### config.mk
export PLATFORM = sky130hd
export DESIGN_NAME = array_writer
export DESIGN_NICKNAME = d
export VERILOG_FILES = /design/src/rtl/array_writer.sv
export SDC_FILE = /design/constraint.sdc
export NUM_CORES = 1
export LEC_CHECK = 0
export ABC_AREA = 0
export BUFFER_PORTS_ARGS = -buffer_cell sky130_fd_sc_hd__buf_4
export CAP_MARGIN = 20
export CORE_ASPECT_RATIO = 0.75
export CORE_MARGIN = 2
export CORE_UTILIZATION = 60
export DETAILED_ROUTE_END_ITERATION = 7
export GPL_TIMING_DRIVEN = 0
export PLACE_DENSITY_LB_ADDON = 0.05
export SLEW_MARGIN = 20
export SYNTH_ARGS = -nofsm -noshare
export SYNTH_HDL_FRONTEND = slang
export SYNTH_SLANG_ARGS = --single-unit
### constraint.sdc
create_clock -name clk -period 3.8 [get_ports clk]
set_input_delay 0.19 -clock clk [delete_from_list [all_inputs] [get_ports clk]]
set_output_delay 0.19 -clock clk [all_outputs]
set_load 0.01 [all_outputs]
### src/rtl/array_writer.sv
// Fills a DEPTH-entry array from a valid/ready stream and exposes a registered read port (1-cycle latency).
// Backpressure: in_ready is high only in FILL; start is ignored outside IDLE.
module array_writer #(
    parameter int WIDTH = 32,
    parameter int DEPTH = 4,
    parameter int IDX_W = 2
) (
    input  logic             clk,
    input  logic             reset,
    input  logic             start,
    input  logic             in_valid,
    input  logic [WIDTH-1:0] in_data,
    output logic             in_ready,
    input  logic [31:0]      rd_index,
    output logic [WIDTH-1:0] rd_data,
    output logic             busy,
    output logic             done,
    output logic [IDX_W:0]   count
);

    typedef enum logic [1:0] {
        S_IDLE = 2'd0,
        S_FILL = 2'd1,
        S_DONE = 2'd2
    } state_t;

    localparam logic [IDX_W-1:0] LAST_IDX = IDX_W'(DEPTH - 1);

    state_t           r_state;
    logic [IDX_W-1:0] r_wr_ptr;
    logic [IDX_W:0]   r_count;
    logic             r_done;
    logic [WIDTH-1:0] r_rd_data;
    logic [WIDTH-1:0] r_arr [DEPTH];

    logic             w_xfer;
    logic             w_rd_in_range;
    logic [IDX_W-1:0] w_rd_idx;

    assign in_ready      = (r_state == S_FILL);
    assign busy          = (r_state != S_IDLE);
    assign w_xfer        = in_valid && in_ready;
    // Full 32-bit compare so out-of-range indices never alias onto a real entry.
    assign w_rd_in_range = (rd_index < 32'(DEPTH));
    assign w_rd_idx      = rd_index[IDX_W-1:0];

    always_ff @(posedge clk or negedge reset) begin
        if (!reset) begin
            r_state   <= S_IDLE;
            r_wr_ptr  <= '0;
            r_count   <= '0;
            r_done    <= 1'b0;
            r_rd_data <= '0;
            for (int i = 0; i < DEPTH; i++) begin
                r_arr[i] <= '0;
            end
        end else begin
            r_done    <= 1'b0;
            r_rd_data <= w_rd_in_range ? r_arr[w_rd_idx] : '0;
            case (r_state)
                S_IDLE: begin
                    if (start) begin
                        r_state  <= S_FILL;
                        r_wr_ptr <= '0;
                        r_count  <= '0;
                    end
                end
                S_FILL: begin
                    if (w_xfer) begin
                        r_arr[r_wr_ptr] <= in_data;
                        r_wr_ptr        <= r_wr_ptr + 1'b1;
                        r_count         <= r_count + 1'b1;
                        if (r_wr_ptr == LAST_IDX) begin
                            r_state <= S_DONE;
                            r_done  <= 1'b1;
                        end
                    end
                end
                S_DONE: begin
                    r_state <= S_IDLE;
                end
                default: begin
                    r_state <= S_IDLE;
                end
            endcase
        end
    end

    assign rd_data = r_rd_data;
    assign done    = r_done;
    assign count   = r_count;

endmodule
* After elaboration in Yosys (flattened, before gate mapping)
Index checks and enable logic that the tools add are counted.
Word-level totals: register bits after elaboration 168, input port bits 68, logic and storage cells 50, output and inout port bits 38
Cells by class: mux-type cells 20, bitwise operators 2, equality and inequality tests 5, $add $sub $neg 2, $lt $le $gt $ge 4, reduce and logical (&&, ||, !) cells 8
Operators by type and width (count):
- 128-bit bitwise mux | 1
- 32-bit 2-to-1 mux | 4
- 32-bit binary-select mux with 2-bit select | 1
- 32-bit demux with 2-bit select | 1
- 32-bit by 3-bit < comparator with 1-bit output, second input constant | 1
- 2-bit 2-to-1 mux | 5
- 2-bit one-hot mux with 2 select lines | 2
- 3-bit greater-or-equal comparator, second input constant | 2
- 3-bit 2-to-1 mux | 2
- 2-bit NOT with 3-bit output | 2
- 3-bit one-hot mux with 2 select lines | 1
- 3-bit AND reduction | 2
- 2-bit by 1-bit != test with 1-bit output, second input constant | 2
- 2-bit nonzero test | 2
- 3-bit by 1-bit adder with 3-bit output, second input constant | 1
- 3-bit by 1-bit < comparator with 1-bit output, second input constant | 1
- 1-bit 2-to-1 mux | 3
- 2-bit by 1-bit adder with 2-bit output, second input constant | 1
- 2-bit by 1-bit equality test with 1-bit output, second input constant | 1
- 2-bit equality test, second input constant | 1
- 1-bit logical AND | 2
- 2-bit logical NOT | 1
- 2-bit != test, second input constant | 1
- 2-bit AND reduction | 1

* Depth between registers and ports, before layout
word-level depth 6, depth in mapped cells 6, mapped depth without buffers 5

* Worst setup path after synthesis
OpenSTA, ideal clock, no wires.
kind flip-flop to flip-flop, start register r_state[0], end register r_arr[65] in the netlist's numbering, cell stages (with the launch flop) 7, data required time 3.675 ns, slack 2.168 ns, setup time 0.125 ns, buffers on the path 2, arrival time 1.508 ns, clock period less this slack 1.632 ns, cells stage by stage dfrtp_1 -> buf_2 -> and2b_1 -> and2_1 -> nand2_2 -> buf_4 -> mux2_2
Between the ends: cells in the longest elaborated chain, start to end 3
RTL lines:
- from (decl) | line 29 | state_t r_state;
- from (signal assigned) | line 49 | r_state <= S_IDLE;
- from (signal assigned) | line 63 | r_state <= S_FILL;
- from (signal assigned) | line 74 | r_state <= S_DONE;
- 2-bit by 1-bit equality test with 1-bit output (*) | line 40 | assign in_ready = (r_state == S_FILL);
- via in_ready | line 13 | output logic in_ready,
- 1-bit logical AND | line 42 | assign w_xfer = in_valid && in_ready;
- 2-bit AND reduction (no source line) (*)
- to (signal, indexed assignment) | line 70 | r_arr[r_wr_ptr] <= in_data;
- to (decl) | line 34 | logic [WIDTH-1:0] r_arr [DEPTH];
The timed path passes the listed nets; every way through them passes the cells marked *. A chain may end at the register's enable or synchronous reset.

* Worst setup path after layout
start register r_state[0], end register r_arr[74] in the netlist's numbering
Between the ends: cells in the longest elaborated chain, start to end 3
RTL lines (line):
- 2-bit by 1-bit equality test with 1-bit output (*) | 40, 60
- 1-bit logical AND | 42
- 2-bit AND reduction (no source line) (*)
Mark *: on every way between the ends. The rest lies on a longest branch, timed or not.

==> flow_summary.ini <==
[synth]
synth_top_area_frac = 0.5955
seq_area_frac_synth = 0.5955
synth-compound-area-share = 0.009748
synth_adder_area_share = 0.008862
synth.distinct_cells = 28
ys.flop_type = dfrtp_1
postSynthCellCount = 434
synth_most_common_cell = dfrtp_1
synth_common_cells = dfrtp_1, mux2_2, nor2b_1
synth-seq-cells = 168
synth_top_family_by_area = multiplexers
synthMuxAreaShare = 0.3091
yosys_warnings = 0
synthArstFlopShare = 1.000
synth_xor_area_frac = 0
yosysTopAreaCell = dfrtp_1
ys_top_cells_by_area = dfrtp_1, mux2_2, mux4_2
synthSimpleGateAreaFrac = 0.05069
syn_avg_cell_area_um2 = 16.27
synth_edf_count = 0
syn-cell-area_mm2 = 0.007059
syn_nets = 507

[floorplan]
initial_utilization = 0.6123
rows = 34
die_width_um = 129.3
io_pins = 106
die-area_mm2 = 0.01266
core_area_mm2 = 0.01153
die_y_um = 97.94

[grt]
grt_start_max_net_pins = 99
antenna_found_initial = 0
first_global_vias = 4524
overflow = 0
grt_usage = 0.2416
grt_pass1_wl_um = 23110

[clocking]
post_cts_buffers = 0
cts_buffer_depth = 2
path_clk_slew_ns = 0.07
clock-sinks = 168
htreeDepth = 4
cts_root_buf = clkbuf_16
clk_latency_ns = 0.43
cts_tree = yes
numCtsBuffers = 17

[worst_setup_path]
crit_type = register to register
cp_max_fo = 10
startpoint_type = register
arrival_ns = 2.12
cp-end-kind = register
required_ns = 4.09

[pwr]
p_leak_nw = 3.977
combPwrFrac = 0.274
power_frac_clock = 0.278
netSwitchingPower_mw = 1.733
peakVddDrop_uv = 491.9
p_int_mw = 4.764
fin_total_pwr_mw = 6.497
power.density_mw_per_mm2 = 742.6
swShare = 0.2667
seqPwrFrac = 0.449

[sta]
post-route-period-util = 0.4824
finalHoldViolations = 0
holdWs_ns = 0.003637
skew_ns = 0.01724
drv_slew = 0
setup_tns_ns = 0
fmax_ghz = 0.5455
slew_headroom = 0.5171
worst_pin_slew_ns = 0.7244
rsz0062_at_grt = no
setup_viol = 0
finalCriticalPeriod_ns = 1.833
timing.final.ws_setup_ns = 1.967

[run]
max_cap_viol_count = 0

[routing]
drtIter0Drc = 192
ant_nets = 0
drt_first_pass_iters = 4
viasPerCell = 5.608
drt_wl_total_um = 14080
drc = 0
vias = 4139
wl_per_cell_um = 19.08

[place]
pre_cts_slack_ns = 1.972
hpwl_um = 9198
place_congestion = 0.7516
port_buffers = 104

[min_path]
hold_path.class = primary input to register

[layout]
syn_to_final_growth_pct = 23.93
final_nets = 636
fin_util = 0.7588
antenna_cells = 0
fill_cells = 727
drive_gt1_frac = 0.5139

[outcome]
outcome = complete, no violations
final cells by class:
| cell class | instances | area [um^2] | area share |
|---|---|---|---|
| Clock inverter | 12 | 163.9 | 0.01874 |
| Sequential cell | 168 | 4204 | 0.4805 |
| Inverter | 4 | 15.01 | 0.001716 |
| Multi-Input combinational cell | 237 | 2671 | 0.3053 |
| Tap cell | 162 | 202.7 | 0.02317 |
| Timing Repair Buffer | 110 | 865.8 | 0.09897 |
| Clock buffer | 20 | 456.7 | 0.05220 |
| Buffer | 25 | 168.9 | 0.01931 |
cell usage in the layout, fill, tap and decap left out:
cell type	n
nor4_1	7
or4_4	1
bufinv_16	3
nor2_1	1
nor3_1	1
buf_4	115
clkbuf_1	5
and2b_1	1
buf_8	1
clkinv_2	2
mux4_2	32
a31oi_1	1
clkinv_4	2
a22o_1	4
mux2_1	26
clkbuf_16	17
dlygate4sd3_1	5
ha_1	5
buf_16	1
clkbuf_8	2
buf_6	3
mux2i_1	2
nor2b_1	33
and2_1	1
or2_2	1
inv_1	4
mux2_2	102
and3_1	2
nand2_1	8
nand2b_1	1
inv_8	1
o21bai_1	1
inv_6	4
dfrtp_1	168
buf_2	6
nand2_2	3
a21oi_1	1
o21ai_0	3
cell families (layout without fill, tap and decap cells):
logic type,after synthesis,count (layout)
mux,162,162
buf+inv,29,171
simple gates,60,60
compound gates,10,10
fa+ha+maj,5,5
flops,168,168
worst paths after layout:
check	depth (start not counted)	endpoint	slack, ns	startpoint
max	6	r_arr[74]$_DFFE_PN0P_	1.97	r_state[0]$_DFFE_PN0P_
min	2	r_arr[72]$_DFFE_PN0P_	0.004	in_data[8]
max reg2reg	6	r_arr[74]$_DFFE_PN0P_	1.97	r_state[0]$_DFFE_PN0P_
min in group asynchronous	2	r_arr[103]$_DFFE_PN0P_	0.30	reset
max in group asynchronous	3	r_arr[21]$_DFFE_PN0P_	2.65	reset
min reg2reg	1	r_arr[35]$_DFFE_PN0P_	0.49	r_arr[35]$_DFFE_PN0P_
stage by stage:
step	cell area, um^2	instances
after detailed placement	8078	701
after global placement	8043	700
after CTS	8748	738
final	8748	738
after floorplan	7059	434
after global routing	8748	738
critical path: stages, from the launching register on:
cell and delay (ns):
dfrtp_1 0.36, buf_2 0.16, and2b_1 0.20, and2_1 0.22
nand2_2 0.16, buf_4 0.23, mux2_1 0.36
repair_timing:
action / 4_1_cts / 5_1_grt
hold buffers: 5 / 0
setup endpoints to repair: 0 / 0
gates resized for setup: 0 / 0
hold endpoints to repair: 74 / 0
metal layers:
layer / up-vias / share of wire / track usage
li1: 1832 / - / -
met1: 2161 / 0.44 / 0.3260
met2: 125 / 0.50 / 0.3927
met3: 21 / 0.053 / 0.05863
met4: 0 / 0.014 / 0.07860
met5: - / 0 / 0
power groups by stage:
stage               Combinational (mW)  Clock [mW]  Sequential [mW]
detailed placement                1.78           0             2.92
global placement                  1.68           0             2.85
finish                            1.78        1.80             2.91
CTS                               1.80        1.83             2.91
floorplan                         1.40           0             2.79
global route                      1.93        1.92             2.99
flip-flops by register name (all words and copies together), names as in the netlist:
name	count
count	3
r_state	2
r_arr	128
r_wr_ptr	2
done	1
rd_data	32
Power figures use the tool's default switching activity.
